$ cat src/rtl/im_fetch_arbiter.sv
// Round-robin arbiter sharing the single-port instruction memory among the cores.
// It issues one read at a time and strobes the fetched word into the requesting core's IR.
module im_fetch_arbiter #(
  parameter int unsigned NCORES  = 4,
  parameter int unsigned AW      = 8,
  parameter int unsigned DW      = 16,
  parameter int unsigned MEM_LAT = 1
) (
  input  logic                 clk,
  input  logic                 rst_n,
  input  logic [NCORES-1:0]    REQ,
  input  logic [NCORES*AW-1:0] ADDR,
  output logic                 IM_RD,
  output logic [AW-1:0]        IM_ADDR,
  input  logic [DW-1:0]        IM_DATA,
  output logic [NCORES-1:0]    GNT,
  output logic [DW-1:0]        IR_DATA,
  output logic [NCORES-1:0]    IR_WR,
  output logic                 BUSY
);

  localparam int unsigned PW = $clog2(NCORES);

  typedef enum logic [1:0] {StIdle, StRead, StWait, StDeliver} state_e;

  state_e              state_q, state_d;
  logic [PW-1:0]       ptr_q, ptr_d;
  logic [2:0]          cnt_q, cnt_d;
  logic                rd_q, rd_d;
  logic [AW-1:0]       addr_q, addr_d;
  logic [NCORES-1:0]   gnt_q, gnt_d;
  logic [DW-1:0]       data_q, data_d;
  logic [NCORES-1:0]   wr_q, wr_d;
  logic                busy_q, busy_d;

  logic [AW-1:0]       addr_arr [NCORES];
  logic [PW-1:0]       win;
  logic [PW-1:0]       cand;
  logic                win_vld;

  for (genvar g = 0; g < NCORES; g++) begin : g_addr
    assign addr_arr[g] = ADDR[g*AW +: AW];
  end

  // Scan from the core after the last winner so every requester is served in turn.
  always_comb begin
    win     = ptr_q;
    cand    = ptr_q;
    win_vld = 1'b0;
    for (int unsigned k = 1; k <= NCORES; k++) begin
      cand = PW'((32'(ptr_q) + k) % NCORES);
      if (!win_vld && REQ[cand]) begin
        win_vld = 1'b1;
        win     = cand;
      end
    end
  end

  always_comb begin
    state_d = state_q;
    ptr_d   = ptr_q;
    cnt_d   = cnt_q;
    rd_d    = 1'b0;
    addr_d  = addr_q;
    gnt_d   = gnt_q;
    data_d  = data_q;
    wr_d    = '0;
    unique case (state_q)
      StIdle: begin
        if (win_vld) begin
          state_d    = StRead;
          ptr_d      = win;
          addr_d     = addr_arr[win];
          gnt_d      = '0;
          gnt_d[win] = 1'b1;
          rd_d       = 1'b1;
        end
      end
      StRead: begin
        state_d = StWait;
        cnt_d   = 3'(MEM_LAT);
      end
      StWait: begin
        if (cnt_q == 3'd1) begin
          state_d = StDeliver;
          cnt_d   = '0;
          data_d  = IM_DATA;
          wr_d    = gnt_q;
        end else begin
          cnt_d = cnt_q - 3'd1;
        end
      end
      StDeliver: begin
        state_d = StIdle;
        gnt_d   = '0;
      end
      default: state_d = StIdle;
    endcase
    busy_d = (state_d != StIdle);
  end

  always_ff @(posedge clk or negedge rst_n) begin
    if (!rst_n) begin
      state_q <= StIdle;
      ptr_q   <= PW'(NCORES - 1);
      cnt_q   <= '0;
      rd_q    <= 1'b0;
      addr_q  <= '0;
      gnt_q   <= '0;
      data_q  <= '0;
      wr_q    <= '0;
      busy_q  <= 1'b0;
    end else begin
      state_q <= state_d;
      ptr_q   <= ptr_d;
      cnt_q   <= cnt_d;
      rd_q    <= rd_d;
      addr_q  <= addr_d;
      gnt_q   <= gnt_d;
      data_q  <= data_d;
      wr_q    <= wr_d;
      busy_q  <= busy_d;
    end
  end

  assign IM_RD   = rd_q;
  assign IM_ADDR = addr_q;
  assign GNT     = gnt_q;
  assign IR_DATA = data_q;
  assign IR_WR   = wr_q;
  assign BUSY    = busy_q;

  always_ff @(posedge clk) begin
    assert (MEM_LAT >= 1 && MEM_LAT <= 4)
      else $error("im_fetch_arbiter: MEM_LAT %0d outside 1..4", MEM_LAT);
  end

endmodule

$ cat config.mk
export PLATFORM = sky130hd
export DESIGN_NAME = im_fetch_arbiter
export DESIGN_NICKNAME = d
export VERILOG_FILES = /design/src/rtl/im_fetch_arbiter.sv
export SDC_FILE = /design/constraint.sdc
export NUM_CORES = 1
export LEC_CHECK = 0
export BUFFER_PORTS_ARGS = -buffer_cell sky130_fd_sc_hd__buf_2
export CORE_ASPECT_RATIO = 2
export CORE_MARGIN = 1
export CORE_UTILIZATION = 42
export DETAILED_ROUTE_END_ITERATION = 10
export GPL_TIMING_DRIVEN = 0
export PLACE_DENSITY = 0.75
export SYNTH_ARGS = -nofsm -noshare
export SYNTH_HDL_FRONTEND = slang
export SYNTH_SLANG_ARGS = --single-unit
$ cat constraint.sdc
create_clock -name clk -period 2.04 [get_ports clk]
set_clock_uncertainty 0.1 [all_clocks]
set_input_delay 0.408 -clock clk [delete_from_list [all_inputs] [get_ports clk]]
set_output_delay 0.408 -clock clk [all_outputs]
set_load 0.02 [all_outputs]
# --- After elaboration in Yosys (flattened, before gate mapping) ---
# Cells that the tools add are included.
# W data, S select, Z words.
classes:
  n_bitwise: 1
  order_cmp: 7
  eq_ne: 5
  addsub: 5
  n_reduce_logical: 14
  muxes: 32
ops:
  columns: ["operator", "count"]
  rows:
  - ["$bmux W8 S2", 1]
  - ["$mux W8", 2]
  - ["$lt A2 B3 Y1 const B", 5]
  - ["$mux W2", 6]
  - ["$mux W4", 3]
  - ["$mux W1", 11]
  - ["$bmux W1 S2", 4]
  - ["$pmux W2 S4", 1]
  - ["$pmux W4 S2", 1]
  - ["$pmux W3 S2", 1]
  - ["$reduce_and A2 Y1", 3]
  - ["$reduce_bool A2 Y1", 3]
  - ["$add A2 B1 Y2 const B", 2]
  - ["$add A2 B2 Y2 const B", 2]
  - ["$eq A2 B2 Y1 const B", 2]
  - ["$logic_and A1 B1 Y1", 4]
  - ["$eq A3 B1 Y1 const B", 1]
  - ["$ge A3 B3 Y1 const B", 1]
  - ["$logic_not A1 Y1", 3]
  - ["$mux W3", 1]
  - ["$not A2 Y3", 1]
  - ["$sub A3 B1 Y3 const B", 1]
  - ["$demux W1 S2", 1]
  - ["$eq A2 B1 Y1 const B", 1]
  - ["3 further kinds", 3]
word_totals:
  output_inout_bits: 34
  reg_bits: 41
  wordCells: 73
  input_bits: 54

# --- Longest topological paths before layout ---
# Gate-level depths: netlist of run 1.
depth:
  ltp_word: 19
  ltp_mapped: 8
  ltp_nobuf: 7

# --- Least setup slack after synthesis of run 1 ---
# No wires, ideal clock.
synth_timing:
  kind: "reg2reg"
  from: "register ptr_q[1]"
  to: "register addr_q[1], in the netlist IM_ADDR[1]"
  setup_slack_ns: 0.099
  path_stages_with_launch: 7
  period_less_slack_ns: 1.941
  setup_ns: 0.140
  n_path_buf: 1
  t_arrival_ns: 1.701
  required_ns: 1.800
  cell_sequence: "dfstp_2 -> or2_2 -> a21boi_2 -> or3_1 -> buf_2 -> a2111oi_0 -> a211oi_1"
synth_via:
  elab_chain_len: 17
  word_cells_on_any_way: 31
  cone_classes: "add/sub (4); mux (19); bitwise (1); reduce/logical (7)"
synth_rtl:
  columns: ["element", "line_no", "text"]
  rows:
  - ["start, declared", "27", "logic [PW-1:0] ptr_q, ptr_d;"]
  - ["start signal, assigned", "105", "ptr_q <= PW'(NCORES - 1);"]
  - ["start signal, assigned", "115", "ptr_q <= ptr_d;"]
  - ["$add A2 B1 Y2", "51", "cand = PW'((32'(ptr_q) + k) % NCORES);"]
  - ["$bmux W1 S2", "52", "if (!win_vld && REQ[cand]) begin"]
  - ["$mux W1 (not written as such)", "52", null]
  - ["$mux W1", "52", null]
  - ["$logic_not A1 Y1", "52", null]
  - ["$logic_and A1 B1 Y1", "52", null]
  - ["$mux W1", "52", null]
  - ["$logic_not A1 Y1", "52", null]
  - ["$logic_and A1 B1 Y1", "52", null]
  - ["$mux W1", "52", null]
  - ["$logic_not A1 Y1", "52", null]
  - ["$logic_and A1 B1 Y1", "52", null]
  - ["$mux W2", "52", null]
  - ["$not A2 Y3 (not written as such)", "73", "addr_d = addr_arr[win];"]
  - ["$bmux W8 S2", "73", null]
  - ["$mux W8 (not written as such) (2 in a row)", "73", null]
  - ["end signal, assigned", "118", "addr_q <= addr_d;"]
  - ["end, declared", "30", "logic [AW-1:0] addr_q, addr_d;"]
# Several ways; a longest one is shown, not always the timed one. The select of a mux whose other input is x is not followed.
# A chain may end at the register's enable or synchronous reset.

# --- Worst setup path in the final report of run 1 ---
layout_timing:
  from: "register ptr_q[0]"
  to: "register gnt_q[0], in the netlist GNT[0]"
layout_via:
  elab_chain_len: 19
  word_cells_on_any_way: 35
  cone_classes: "add/sub (4); order compare (2); eq/ne (1); mux (20); reduce/logical (8)"
layout_rtl:
  columns: ["element", "line_no", "text"]
  rows:
  - ["$add A2 B1 Y2", "51", null]
  - ["$bmux W1 S2", "52", null]
  - ["$mux W1 (not written as such)", "52", null]
  - ["$mux W1", "52", null]
  - ["$logic_not A1 Y1", "52", null]
  - ["$logic_and A1 B1 Y1", "52", null]
  - ["$mux W1", "52", null]
  - ["$logic_not A1 Y1", "52", null]
  - ["[... 3 more ...]", null, null]
  - ["$logic_and A1 B1 Y1", "52", null]
  - ["$mux W2", "52", null]
  - ["$lt A2 B3 Y1 (not written as such) / $ge A2 B1 Y1 (equally long branches)", "75", "gnt_d[win] = 1'b1;"]
  - ["$logic_and A1 B1 Y1 (not written as such)", "75", null]
  - ["$mux W1 (not written as such)", "75", null]
  - ["$demux W1 S2", "75", null]
  - ["$mux W4", "70", "if (win_vld) begin"]
  - ["$pmux W4 S2", "68", "unique case (state_q)"]
  - ["end signal, assigned", "119", "gnt_q <= gnt_d;"]
  - ["end, declared", "31", "logic [NCORES-1:0] gnt_q, gnt_d;"]
# Several ways; a longest one is shown, not always the timed one. The select of a mux whose other input is x is not followed.

==> results of run 1 <==
[layer usage]
layer / track usage, % / up-vias / share of wire, %
met1: 20.87 / 855 / 38
li1: - / 839 / -
met4: 8.974 / 0 / 2.0
met3: 3.823 / 9 / 4.3
met2: 37.74 / 72 / 56
met5: 0 / - / 0
[power breakdown]
part           leakage, nW  total [mW]  internal, mW  switching [mW]
Combinational        0.856        2.82          1.22            1.59
Clock               0.0443       0.530         0.268           0.262
Sequential           0.491        1.40          1.20           0.201
Total                 1.39        4.75          2.70            2.06
[through the flow]
step / TNS [ns] / util (%) / area, sq um
global placement: -3.238 / 54.53 / 2507
CTS: -0.001679 / 58.80 / 2704
finish: -0.2759 / 64.11 / 2948
global route: -1.064 / 64.11 / 2948
floorplan: 0 / - / 2003
detailed placement: -3.919 / 54.53 / 2507
[cell type report]
class                           instances  area, sq um
Inverter                                7        28.78
Clock buffer                            7        86.33
Tap cell                               55        68.82
Timing Repair Buffer                   99        523.0
Multi-Input combinational cell        113         1139
Buffer                                  7        73.82
Sequential cell                        41         1028
Fill cell                             384         1650
[placed cells by master, fill, tap and decap left out, types with 7 or more instances in the layout]
master and n:
buf_2 88, buf_4 12, mux2i_1 9, nand2_1 8
o21ai_0 7, mux2_2 16, dfrtp_1 39, nor2_1 11
a211oi_1 7
[state kept, by name, summed over array words and instances (netlist names)]
register / count
IR_DATA: 16
IM_ADDR: 8
GNT: 4
IR_WR: 4
cnt_q: 3
ptr_q: 2
state_q: 2
BUSY: 1
IM_RD: 1
[Yosys cell counts, types with 5 or more instances]
cell type / instances / area, sq um
ha_1: 5 / 62.56
o21ai_0: 7 / 35.03
a2111oi_0: 8 / 70.07
nor2_1: 11 / 41.29
nor4b_1: 8 / 70.07
inv_1: 6 / 22.52
mux2i_1: 9 / 90.09
nand2_1: 9 / 33.78
a211oi_1: 9 / 67.56
mux2_2: 16 / 180.2
dfrtp_1: 39 / 975.9
[final timing paths]
| path | endpoint | slack (ns) | cells past startpoint |
|---|---|---|---|
| setup / recovery | GNT[0] | -0.12 | 6 |
| hold / removal | IM_ADDR[7] | 0.13 | 1 |
| setup reg to reg | GNT[0] | -0.12 | 6 |
| hold reg to reg | IR_DATA[11] | 0.40 | 1 |
| max in group asynchronous | IR_DATA[3] | 1.13 | 1 |
| min in group clk | IR_DATA[7] | 0.25 | 2 |
[cell families after synthesis]
kind of cell,count (synthesis),share of synthesized area [%]
and+or+nand+nor,44,13.05
DFF,41,51.34
AOI/OAI and AO/OA,38,15.05
muxes,25,13.49
buffers and inverters,16,3.934
adders and majority gates,5,3.123
[what timing repair did]
item | CTS | global route
cloned | 0 | 2
pin swaps | 1 | 3
endpoints found under the setup margin | 23 | 22
setup buffers | 1 | 10
resized for setup | 28 | 27
==> results.cfg, run 1 <==
[clock_tree]
cts.sink_count = 41
insertion_delay_ns = 0.29
cts_root_buf = clkbuf_8
cts_made_buffers = 5
clockBufferDepth = 2
cts-htree-levels = 2
ctsHoldBuffers = 0
clkSlewWorstSetupHoldPaths_ns = 0.08
tritoncts = done

[sta]
worst_slack_ns = -0.1166
hold-worst-slack_ns = 0.1330
max_slew.worst_pin.slew_ns = 0.9011
finalMaxSlewViolations = 0
rsz0062_at_grt = true
fmax_mhz = 463.7
hold_viol_final = 0
setup_viol = 6
fin_crit_sh_pct = 105.7
slew_headroom_pct = 39.93
period_needed_ns = 2.157

[synth]
syn-num-nets = 228
synthesis.area_sq_um = 2003
synth_edf_count = 0
yosysSeqAreaShare_pct = 51.34
ys_types = 36
synth_ff_type = dfrtp_1
async_reset_ff_share_pct = 100.0
avgSynthCellArea_sq_um = 11.85
netlist_instances = 169
ys_ff_latch = 41
synth_warnings = 0

[worst_setup_path]
crit_start = ptr_q[0]
critPathBufInv = 1
cp.arrival_ns = 2.29
cp_slowest_stage_delay_ns = 0.57
crit_fanout = 10
critPathTopFamily = compound AO/OA/AOI/OAI gates
crit_path_start_kind = flop
slowest_stage = dfstp_2
crit_required_ns = 2.17
path_cells = or2b_1, a21boi_4, or3_4, buf_12, o41ai_1, a22o_1
path_class = flop to flop
rr_startpoint = ptr_q[0]
worst_setup_path_end_kind = flop

[die]
rows = 35
io_pins = 88
die_x_um = 50.84
start_util_pct = 43.56
fp.coreArea_sq_um = 4598
dieArea_sq_um = 5066
die-height_um = 99.67

[drt]
drt_iter0_drc = 35
drt_wl_total_um = 5132
drc = 0
first_pass_iters = 4
via_per_inst = 5.395
dr_total_vias = 1775
ant_nets = 0
routedWlPerCell_um = 15.60

[grt]
grt_pass1_vias = 1692
antenna_found_initial = 0
overflow = 0
track_usage_pct = 20.20
grt_pass1_wl_um = 7686
grt_max_degree = 42

[placement]
hpwl_um = 3374
place_congestion = 0.8562
dp_cells = 311
post-place-ws_ns = -0.2469
port_buffers = 87

[min_path]
hold_class = primary input to async pin

[pwr]
power.density_nw_per_um2 = 1613
vdd_ir_drop_max_v = 0.0009543
finalPower_mw = 4.754
p_leak_nw = 1.392

[job]
maxCapViolations = 0

[status]
status = finished with violations
violations = setup timing

[cells_and_area]
diodes = 0
nNetsFinal = 333
area_delta_synth_final_pct = 47.16
drive_gt1_share_pct = 58.39
finalNonFillerCells = 329
Power figures use the tool's default switching activity.
==> inputs of run 2 (changes only) <==
Settings changed: ABC_CLOCK_PERIOD_IN_PS from default to 2040, CORE_UTILIZATION 42 to 40, PLACE_DENSITY 0.75 to 0.72.
==> results.cfg, run 2 (synthesized netlist as in run 1, its figures left out) <==
[status]
status = finished with violations
violations = setup timing

[grt]
grt_max_degree = 42
overflow = 0
grt_pass1_vias = 1723
grt.met3_usage_pct = 3.869
grt_pass1_wl_um = 8004
antenna_found_initial = 0
grtUsageMet1_pct = 22.04
track_usage_pct = 20.18
busiest_layer = met2
met2_usage_pct = 37.67

[sta]
fin_crit_sh_pct = 101.4
slew_headroom_pct = 39.78
finalMaxSlewViolations = 0
period_needed_ns = 2.068
max_slew.worst_pin.slew_ns = 0.9032
hold_viol_final = 0
rsz0062_at_grt = true
setup_viol = 2
fmax_mhz = 483.6
final.setup.tns_ns = -0.02871
worst_slack_ns = -0.02780
hold-worst-slack_ns = 0.1408

[die]
rows = 36
dieArea_sq_um = 5312
io_pins = 88
fp.coreArea_sq_um = 4820
die_x_um = 52.04
die-height_um = 102.1
start_util_pct = 41.56

[drt]
first_pass_iters = 4
dr_total_vias = 1750
via_per_inst = 5.352
routedWlPerCell_um = 15.47
ant_nets = 0
drc = 0
drt_wl_total_um = 5060
drt_iter0_drc = 38

[cells_and_area]
fillCellCount = 421
largest_reg_flops = 16
area_delta_synth_final_pct = 48.34
nNetsFinal = 328
post-route-cell-area_sq_um = 2972
mostFrequentLayoutCells = buf_2, dfrtp_1, mux2_2
fin_util_pct = 61.66
layout.cells.most_common = buf_2
diodes = 0
multi_input_area_sq_um = 1149
drive_gt1_share_pct = 58.15
finalNonFillerCells = 327
ff_latch_area_sq_um = 1028

[worst_setup_path]
cp.arrival_ns = 2.14
crit_required_ns = 2.12
worst_setup_path_end_kind = flop
slowest_stage = dfstp_2
path_class = flop to flop
crit_path_start_kind = flop
cp_slowest_stage_delay_ns = 0.58
crit_fanout = 10
critPathBufInv = 1
critPathTopFamily = flip-flops
path_cells = or2b_1, a21boi_4, or3_4, buf_12, a32o_1, a22o_1

[clock_tree]
cts-htree-levels = 2
cts.sink_count = 41
tritoncts = done
ctsHoldBuffers = 0
clkSlewWorstSetupHoldPaths_ns = 0.08
clockBufferDepth = 2
cts_made_buffers = 5
cts_root_buf = clkbuf_8
insertion_delay_ns = 0.29

[pwr]
p_leak_nw = 1.384
finalPower_mw = 4.918
vdd_ir_drop_max_v = 0.0009424
power.density_nw_per_um2 = 1655

[placement]
dp_cells = 313
hpwl_um = 3470
post-place-ws_ns = -0.2565
postPlaceCellArea_sq_um = 2510
place_congestion = 0.7389
port_buffers = 87

[job]
maxCapViolations = 0

[min_path]
hold_class = primary input to async pin
==> run 2: changes by cell type in the layout (fill, tap and decap cells not counted), sizes merged <==
| cell | delta |
|---|---|
| buf | -4 |
| bufinv | +1 |
| a21boi | -1 |
==> run 2: final timing paths <==
kind | startpoint | end | slack, ns | cells after the start
worst max-delay path | ptr_q[0] | GNT[3] | -0.03 | 6
worst min-delay path | rst_n | IM_ADDR[6] | 0.14 | 1
worst max register to register | ptr_q[0] | GNT[3] | -0.03 | 6
worst min register to register | IR_DATA[3] | IR_DATA[3] | 0.41 | 1
max in group asynchronous | rst_n | IR_DATA[15] | 1.13 | 1
min in group clk | IM_DATA[12] | IR_DATA[12] | 0.25 | 2
==> run 2: report_power, final <==
part | total, mW | switching (mW) | internal (mW)
clock | 0.670 | 0.271 | 0.399
sequential | 1.40 | 0.196 | 1.20
combinational | 2.85 | 1.61 | 1.24
==> run 2: area by class of cell <==
cell class	count	area share [%]
multi-input combinational	112	38.65
sequential	41	34.61
timing repair buffer	95	16.67
clock buffer	7	2.905
buffer	7	2.779
tap	57	2.400
clock inverter	1	1.011
inverter	7	0.9684
==> run 2: per-layer routing <==
| metal | share of wire (%) | wire (um) | up-vias |
|---|---|---|---|
| met2 | 59 | 2977 | 67 |
| met4 | 1.1 | 54 | 0 |
| met5 | 0 | 0 | - |
| met1 | 36 | 1807 | 853 |
| met3 | 4.4 | 221 | 5 |
| li1 | - | - | 825 |
==> run 2: what timing repair did <==
action                     4_1_cts  5_1_grt
pin swaps                        1        5
hold endpoints to repair         0        0
resized for setup               26       33
setup endpoints to repair       24       22
buffers inserted                 5        3
==> run 2: worst register-to-register path, stage by stage (launching register included) <==
cell      delay [ns]
dfstp_2         0.58
or2b_1          0.16
a21boi_4        0.10
or3_4           0.39
buf_12          0.17
a32o_1          0.25
a22o_1          0.22
